--- config.mk ---
export PLATFORM = sky130hd
export DESIGN_NAME = demux_1ne5_wb
export DESIGN_NICKNAME = d
export VERILOG_FILES = /design/src/rtl/demux_1ne5_wb.sv
export SDC_FILE = /design/constraint.sdc
export NUM_CORES = 1
export LEC_CHECK = 0
export ABC_CLOCK_PERIOD_IN_PS = 3400
export BUFFER_PORTS_ARGS = -buffer_cell sky130_fd_sc_hd__clkbuf_2
export CAP_MARGIN = 0
export CORE_MARGIN = 4
export CORE_UTILIZATION = 30
export CTS_CLUSTER_DIAMETER = 50
export DETAILED_ROUTE_END_ITERATION = 7
export PLACE_DENSITY = 0.63
export SLEW_MARGIN = 10
export SYNTH_ARGS = -nofsm -noshare
export SYNTH_HDL_FRONTEND = slang
export SYNTH_SLANG_ARGS = --single-unit
--- constraint.sdc ---
create_clock -name Clock -period 3.4 [get_ports Clock]
set_clock_uncertainty 0.1 [all_clocks]
set_input_delay 0.34 -clock Clock [delete_from_list [all_inputs] [get_ports Clock]]
set_output_delay 0.34 -clock Clock [all_outputs]
set_load 0.005 [all_outputs]
--- src/rtl/demux_1ne5_wb.sv ---
// demux_1ne5_wb: registered 1-to-5 write-back distributor.
// One held word, one-hot valid, sticky bad-code flag, delivery counter.
module demux_1ne5_wb #(
   parameter int WIDTH = 24,
   parameter int CNT_W = 16
) (
   input  logic             Clock,
   input  logic             Reset_n,
   input  logic [WIDTH-1:0] Hyrja,
   input  logic [2:0]       S,
   input  logic             HyrjaValid,
   output logic             HyrjaReady,
   output logic [WIDTH-1:0] Dalja,
   output logic [4:0]       DaljaValid,
   input  logic [4:0]       DaljaReady,
   output logic             Gabim,
   output logic [2:0]       GabimKodi,
   input  logic             GabimPastro,
   output logic [CNT_W-1:0] Numeruesi
);

   typedef enum logic {BOSH, PLOT} state_t;

   state_t           state_q, state_d;
   logic [WIDTH-1:0] dalja_q, dalja_d;
   logic [4:0]       valid_q, valid_d;
   logic             gabim_q, gabim_d;
   logic [2:0]       kodi_q, kodi_d;
   logic [CNT_W-1:0] cnt_q, cnt_d;

   logic       drain;
   logic       accept;
   logic       legal;
   logic [4:0] onehot;

   // Only the selected destination's ready can complete a delivery.
   assign drain      = (state_q == PLOT) && |(valid_q & DaljaReady);
   assign HyrjaReady = (state_q == BOSH) || drain;
   assign accept     = HyrjaValid && HyrjaReady;

   // Destination code to one-hot; 100, 110, 111 have no consumer.
   always_comb begin
      onehot = 5'b00000;
      legal  = 1'b1;
      case (S)
         3'b000:  onehot = 5'b00001;
         3'b001:  onehot = 5'b00010;
         3'b010:  onehot = 5'b00100;
         3'b011:  onehot = 5'b01000;
         3'b101:  onehot = 5'b10000;
         default: legal  = 1'b0;
      endcase
   end

   // Next state: drain empties, legal accept reloads, bad code only flags.
   always_comb begin
      state_d = state_q;
      dalja_d = dalja_q;
      valid_d = valid_q;
      gabim_d = gabim_q;
      kodi_d  = kodi_q;
      cnt_d   = cnt_q;
      if (drain) begin
         cnt_d   = cnt_q + CNT_W'(1);
         valid_d = 5'b00000;
         state_d = BOSH;
      end
      if (accept && legal) begin
         dalja_d = Hyrja;
         valid_d = onehot;
         state_d = PLOT;
      end
      if (accept && !legal) begin
         gabim_d = 1'b1;
         if (!gabim_q || GabimPastro) begin
            kodi_d = S;
         end
      end else if (GabimPastro) begin
         gabim_d = 1'b0;
         kodi_d  = 3'b000;
      end
   end

   // State and registered outputs; reset drops any held word.
   always_ff @(posedge Clock or negedge Reset_n) begin
      if (!Reset_n) begin
         state_q <= BOSH;
         dalja_q <= '0;
         valid_q <= 5'b00000;
         gabim_q <= 1'b0;
         kodi_q  <= 3'b000;
         cnt_q   <= '0;
      end else begin
         state_q <= state_d;
         dalja_q <= dalja_d;
         valid_q <= valid_d;
         gabim_q <= gabim_d;
         kodi_q  <= kodi_d;
         cnt_q   <= cnt_d;
      end
   end

   assign Dalja      = dalja_q;
   assign DaljaValid = valid_q;
   assign Gabim      = gabim_q;
   assign GabimKodi  = kodi_q;
   assign Numeruesi  = cnt_q;

endmodule
==> results of run 1 <==
## how the worst min path moves through the flow
stage	start	to	slack (ps)	cells after the start
3_5_place_dp	Reset_n	Dalja[9]$_DFFE_PN0P_	290	1
3_3_place_gp	Reset_n	Dalja[8]$_DFFE_PN0P_	290	1
4_1_cts	Hyrja[14]	Dalja[14]$_DFFE_PN0P_	160	2
2_1_floorplan	Reset_n	DaljaValid[0]$_DFFE_PN0P_	-60	0
5_1_grt	Hyrja[16]	Dalja[16]$_DFFE_PN0P_	150	2
6_report	Hyrja[12]	Dalja[12]$_DFFE_PN0P_	170	2
## synthesized netlist by cell type, drive strengths merged (2+ instances only)
| cell type | count |
|---|---|
| dfrtp | 50 |
| mux2 | 24 |
| nand2 | 11 |
| xnor2 | 9 |
| nand3 | 8 |
| nand4 | 6 |
| xor2 | 6 |
| a22o | 5 |
| inv | 4 |
| nor3 | 4 |
| and3 | 3 |
| nor2 | 3 |
| a21o | 2 |
| a21oi | 2 |
| buf | 2 |
| nor2b | 2 |
| o21ai | 2 |
## flip-flops by register name, indices dropped and copies added (netlist names)
name / cells
Gabim: 1
Dalja: 24
Numeruesi: 16
DaljaValid: 5
state_q: 1
GabimKodi: 3
## layout make-up
cell class | instances | area [µm²] | share of cell area [%]
clock buffers | 5 | 68.8 | 2.44
clock inverters | 3 | 45.0 | 1.60
well taps | 96 | 120 | 4.26
repair buffers | 88 | 450 | 16.0
flip-flops and latches | 50 | 1250 | 44.4
inverters | 4 | 15.0 | 0.533
multi-input cells | 100 | 868 | 30.8
## placed cells by master, fill, tap and decap left out
master,count
clkbuf_2,85
dfrtp_1,50
mux2_4,20
nand2_1,11
xnor2_1,9
nand4_1,6
nand3_1,6
xor2_1,6
clkbuf_8,5
inv_1,4
nor3_1,4
a22o_1,4
mux2_2,4
and3_1,3
nor2_1,3
a21oi_1,2
nor2b_1,2
o21ai_0,2
clkinvlp_4,2
buf_4,2
a222oi_1,1
a22oi_1,1
nand3_2,1
a2111oi_0,1
a21o_2,1
nand2b_1,1
nand3_4,1
and2_2,1
o22ai_1,1
and4_2,1
a21o_1,1
a311oi_1,1
a31oi_1,1
a32o_1,1
o2bb2ai_1,1
a22o_2,1
a41oi_1,1
ha_1,1
bufinv_16,1
dlygate4sd3_1,1
## layer usage
metal  vias to the layer above  track usage [%]  wire length [µm]
li1                        752                -                 -
met1                       765             16.6              2250
met2                        65             17.8              2200
met3                         5             3.62               364
met4                         0             2.93                42
met5                         -                0                 0
## logic make-up (layout without fill, tap and decap cells)
| family | count (synthesis) | in the layout | synth area share, % |
|---|---|---|---|
| muxes | 24 | 24 | 15.9 |
| xor gates and xnor gates | 15 | 15 | 6.03 |
| DFF | 50 | 50 | 57.4 |
| and+or+nand+nor | 40 | 40 | 10.2 |
| adders and majority gates | 1 | 1 | 0.574 |
| buffers and inverters | 7 | 100 | 2.70 |
| AOI/OAI and AO/OA | 20 | 20 | 7.18 |
## per-stage QoR
stage	instance area (µm²)	worst slack, ps	hold slack, ps
after floorplan	2180	1280	-55.6
after global placement	2700	937	290
after detailed placement	2700	882	290
after CTS	2820	890	156
after global routing	2820	752	148
final	2820	899	168
## worst max-delay path, stage by stage, from the launching register on
cell,delay (ps)
dfrtp_1,400
a222oi_1,700
nand3_2,330
nand3_4,450
mux2_2,390
## power groups by stage
| stage | Clock (mW) | Combinational (mW) | Sequential [mW] |
|---|---|---|---|
| finish | 0.415 | 0.877 | 0.971 |
| global route | 0.461 | 0.972 | 1.00 |
| CTS | 0.436 | 0.896 | 0.971 |
| detailed placement | 0 | 0.887 | 0.984 |
| global placement | 0 | 0.876 | 0.978 |
| floorplan | 0 | 0.540 | 0.985 |
==> results.py, run 1 <==
metrics = {
    "status": {
        "outcome": "completed",
    },
    "clocking": {
        "cts_resized": 0,
        "insertion_delay_ps": 300,
        "cts_root_buf": "clkbuf_8",
        "cts_buffer_depth": 2,
        "postCtsSetupBuffers": 0,
        "clk_pin_slew_ps": 90,
        "cts_sinks": 50,
        "cts_inserted_buffers": 5,
        "cts-hold-fix-buffers": 1,
        "h-tree-depth": 2,
        "cts_tree": "built",
    },
    "synthesis": {
        "synth_top_area_share_pct": 57.4,
        "ys_async_sr_fraction_pct": 100,
        "synth-seq-cells": 50,
        "synth_edf_count": 0,
        "synth_seq_area_share_pct": 57.4,
        "netlist_area_um2": 2180,
        "ys_top_cells_by_area": "dfrtp_1, mux2_4, xnor2_1",
        "syn_avg_cell_area_um2": 13.9,
        "synth_top_cell_by_area": "dfrtp_1",
        "netlist_instances": 157,
        "synth_nets": 194,
        "yosysWarnings": 0,
        "ys.flop_type": "dfrtp_1",
        "ys_types": 36,
    },
    "pwr": {
        "ir_worst_vdd_v": 0.000194,
        "p_leak_nw": 1.48,
        "clock_power_share_pct": 18.4,
        "internal_power_mw": 1.53,
        "powerDensity_nw_per_um2": 803,
        "p_comb_share_pct": 38.7,
        "swShare_pct": 32.5,
        "power_mw": 2.26,
        "p_sw_mw": 0.734,
        "pwr-share-seq_pct": 42.9,
    },
    "critical_path": {
        "path_max_fanout": 24,
        "cp.required_ps": 3480,
        "rr_worst_depth": 4,
        "critPathCapture": "Dalja[0]$_DFFE_PN0P_",
        "rr_startpoint": "DaljaValid[0]$_DFFE_PN0P_",
        "worstSetupEndpointType": "flop",
        "critPathKind": "reg2reg",
        "rrSetupSlack_ps": 900,
        "r2r_end": "Dalja[0]$_DFFE_PN0P_",
        "startpoint": "DaljaValid[0]$_DFFE_PN0P_",
        "cp_data_arrival_time_ps": 2580,
        "startpoint_type": "flop",
    },
    "detailed_routing": {
        "num_vias": 1587,
        "drtIter0Drc": 21,
        "ant_nets": 0,
        "vias_per_cell": 4.59,
        "routed_wirelength_um": 4860,
        "drc": 0,
        "wire_per_inst_um": 14.1,
        "dr.pass1.iters": 4,
    },
    "global_routing": {
        "antenna_found_initial": 0,
        "grt_pass1_wl_um": 8090,
        "grt_max_degree": 27,
        "grt_pass1_vias": 1590,
        "grt_use_total_pct": 11.8,
        "grt_overflow": 0,
    },
    "floorplanning": {
        "die_x_um": 93.2,
        "die-height_um": 93.2,
        "initial_core_util_pct": 31.5,
        "pin_count": 86,
        "core_area_um2": 6910,
        "rows": 30,
        "die_area_um2": 8690,
    },
    "min_path": {
        "hold_class": "in2reg",
    },
    "timing": {
        "maxSlewViolCount": 0,
        "fmax_ghz": 0.400,
        "worst_slew_pin_slew_ps": 741,
        "fin_crit_ps": 2500,
        "final_hold_viol_count": 0,
        "period_share_pct": 73.6,
        "slew_headroom_pct": 50.6,
        "setup_viol_count_final": 0,
        "timing.setup.tns_ps": 0,
        "grt_setup_unrepaired": "no",
    },
    "flow_run": {
        "maxCapViolations": 0,
    },
    "placed_design": {
        "place_inst": 337,
        "dpl.hpwl_um": 3750,
        "numPortBuffers": 85,
        "place_congestion": 0.789,
    },
    "finish": {
        "syn_to_final_growth_pct": 29.4,
        "layout.nets": 286,
        "post-route-util_pct": 40.8,
        "num-fill-cells": 683,
        "instances_no_fill": 346,
        "drive_above_1_share_pct": 50.0,
        "diodes": 0,
    },
}
Power figures use the tool's default switching activity.
==> inputs of run 2 (changes only) <==
--- a/config.mk
+++ b/config.mk
@@ -5,7 +5,7 @@
 export SDC_FILE = /design/constraint.sdc
 export NUM_CORES = 1
 export LEC_CHECK = 0
-export ABC_CLOCK_PERIOD_IN_PS = 3400
+export ABC_CLOCK_PERIOD_IN_PS = 2400
 export BUFFER_PORTS_ARGS = -buffer_cell sky130_fd_sc_hd__clkbuf_2
 export CAP_MARGIN = 0
 export CORE_MARGIN = 4
==> constraint.sdc (replaced) <==
create_clock -name Clock -period 2.4 [get_ports Clock]
set_clock_uncertainty 0.1 [all_clocks]
set_input_delay 0.24 -clock Clock [delete_from_list [all_inputs] [get_ports Clock]]
set_output_delay 0.24 -clock Clock [all_outputs]
set_load 0.005 [all_outputs]
==> run 2 against run 1 <==
Routed wire length about the same. Combinational power up 45%. Critical path depth unchanged. Count of clock-buffer cells in the layout up 1. Die area unchanged. Power up 43%. Sequential power up 42%. Global-route usage down 0.30 points. Setup slack worse by 550 ps. Design area up 0.67%. Critical endpoint is now Dalja[1]$_DFFE_PN0P_. Largest power group unchanged.
==> results.py, run 2 (synthesis results as in run 1) <==
metrics = {
    "status": {
        "outcome": "completed",
    },
    "finish": {
        "final_cell_mix": "clkbuf_2, dfrtp_1, mux2_4",
        "multi_input_area_um2": 868,
        "post-route-util_pct": 41.1,
        "drive_above_1_share_pct": 50.2,
        "largest_reg_flops": 24,
        "num-fill-cells": 676,
        "final_common_cell": "clkbuf_2",
        "syn_to_final_growth_pct": 30.3,
        "final_cell_area_um2": 2840,
        "layout.nets": 289,
        "diodes": 0,
        "regArea_um2": 1250,
    },
    "pwr": {
        "clock_power_share_pct": 17.8,
        "p_sw_mw": 1.03,
        "swShare_pct": 31.9,
        "p_comb_share_pct": 39.4,
        "internal_power_mw": 2.20,
        "p_leak_nw": 1.49,
        "ir_worst_vdd_v": 0.000345,
        "power_mw": 3.23,
        "powerDensity_nw_per_um2": 1140,
        "pwr-share-seq_pct": 42.8,
    },
    "placed_design": {
        "placed_area_um2": 2720,
        "dpl.hpwl_um": 3690,
        "place_congestion": 0.731,
        "numPortBuffers": 85,
    },
    "critical_path": {
        "crit_family": "simple AND/OR/NAND/NOR gates",
        "startpoint_type": "flop",
        "crit_buf_inv": 0,
        "max_stage_delay_ps": 460,
        "worstPathCellList": "a222oi_1, nand3_2, nand3_4, mux2_2",
        "cp_data_arrival_time_ps": 2130,
        "cp.required_ps": 2480,
        "path_max_fanout": 24,
        "critPathKind": "reg2reg",
        "cp_slowest_cell": "a222oi_1",
        "worstSetupEndpointType": "flop",
    },
    "clocking": {
        "cts_buffer_depth": 2,
        "clk_pin_slew_ps": 90,
        "postCtsSetupBuffers": 0,
        "cts_tree": "built",
        "cts_sinks": 50,
        "h-tree-depth": 2,
        "cts_root_buf": "clkbuf_8",
        "cts_inserted_buffers": 5,
        "insertion_delay_ps": 290,
    },
    "timing": {
        "fmax_ghz": 0.487,
        "hold_ws_ps": 75.1,
        "setup_viol_count_final": 0,
        "slew_headroom_pct": 58.5,
        "final_hold_viol_count": 0,
        "period_share_pct": 85.6,
        "fin_crit_ps": 2050,
        "grt_setup_unrepaired": "no",
        "timing.setup.tns_ps": 0,
        "worst_slew_pin_slew_ps": 623,
        "maxSlewViolCount": 0,
    },
    "detailed_routing": {
        "wire_per_inst_um": 13.9,
        "dr.pass1.iters": 4,
        "drc": 0,
        "drtIter0Drc": 37,
        "routed_wirelength_um": 4870,
        "num_vias": 1586,
        "ant_nets": 0,
        "vias_per_cell": 4.54,
    },
    "floorplanning": {
        "initial_core_util_pct": 31.5,
        "core_area_um2": 6910,
        "pin_count": 86,
        "die_x_um": 93.2,
        "rows": 30,
        "die-height_um": 93.2,
        "die_area_um2": 8690,
    },
    "global_routing": {
        "grt_use_total_pct": 11.5,
        "grt_overflow": 0,
        "grt_pass1_wl_um": 8060,
        "grt_pass1_vias": 1607,
        "grt_max_degree": 26,
        "antenna_found_initial": 0,
    },
    "flow_run": {
        "maxCapViolations": 0,
    },
    "min_path": {
        "hold_class": "in2reg",
    },
}
## run 2: cell count changes in the layout (fill, tap and decap cells not counted), sizes merged
cell / delta
clkbuf: +1
clkinvlp: -1
buf: +3
## run 2: path summary, 6_finish.rpt
kind                                      startpoint                         to  slack (ps)  depth (start not counted)
setup / recovery           DaljaValid[0]$_DFFE_PN0P_       Dalja[1]$_DFFE_PN0P_         350                          4
hold / removal                             Hyrja[18]      Dalja[18]$_DFFE_PN0P_          80                          2
setup reg to reg           DaljaValid[0]$_DFFE_PN0P_       Dalja[1]$_DFFE_PN0P_         350                          4
hold reg to reg            Numeruesi[15]$_DFFE_PN0P_  Numeruesi[15]$_DFFE_PN0P_         370                          1
max in group asynchronous                    Reset_n      Dalja[21]$_DFFE_PN0P_        1170                          3
min in group asynchronous                    Reset_n      Dalja[19]$_DFFE_PN0P_         400                          2
## run 2: stage by stage
stage | instances | setup WS [ps]
finish | 349 | 345
CTS | 349 | 325
detailed placement | 340 | 337
global route | 349 | 208
global placement | 340 | 365
floorplan | 157 | 281
## run 2: worst reg2reg max path: stages, from the launching register on
cell      delay, ps
dfrtp_1         410
a222oi_1        460
nand3_2         180
nand3_4         400
mux2_2          400
## run 2: final cells by class
cell class | count | area share, %
clock buffer | 6 | 2.56
clock inverter | 2 | 1.32
inverter | 4 | 0.529
multi-input combinational | 100 | 30.6
sequential | 50 | 44.1
tap | 96 | 4.23
timing repair buffer | 91 | 16.7
## run 2: what timing repair did
action / CTS / global route
gates resized for setup: 0 / 0
hold buffers: 1 / 0
hold endpoints to repair: 23 / 0
## run 2: power by group through the flow
| stage | combinational, mW | sequential, mW | clock (mW) |
|---|---|---|---|
| final | 1.27 | 1.38 | 0.574 |
| after global routing | 1.40 | 1.43 | 0.642 |
| after CTS | 1.30 | 1.38 | 0.605 |
| after detailed placement | 1.29 | 1.40 | 0 |
| after global placement | 1.28 | 1.38 | 0 |
| after floorplan | 0.765 | 1.40 | 0 |
## run 2: routing by layer
metal,wire [µm],vias up,global-route usage [%]
met2,2200,59,17.8
met4,40,0,3.66
met3,358,4,2.98
met1,2260,765,15.9
met5,0,-,0
li1,-,758,-
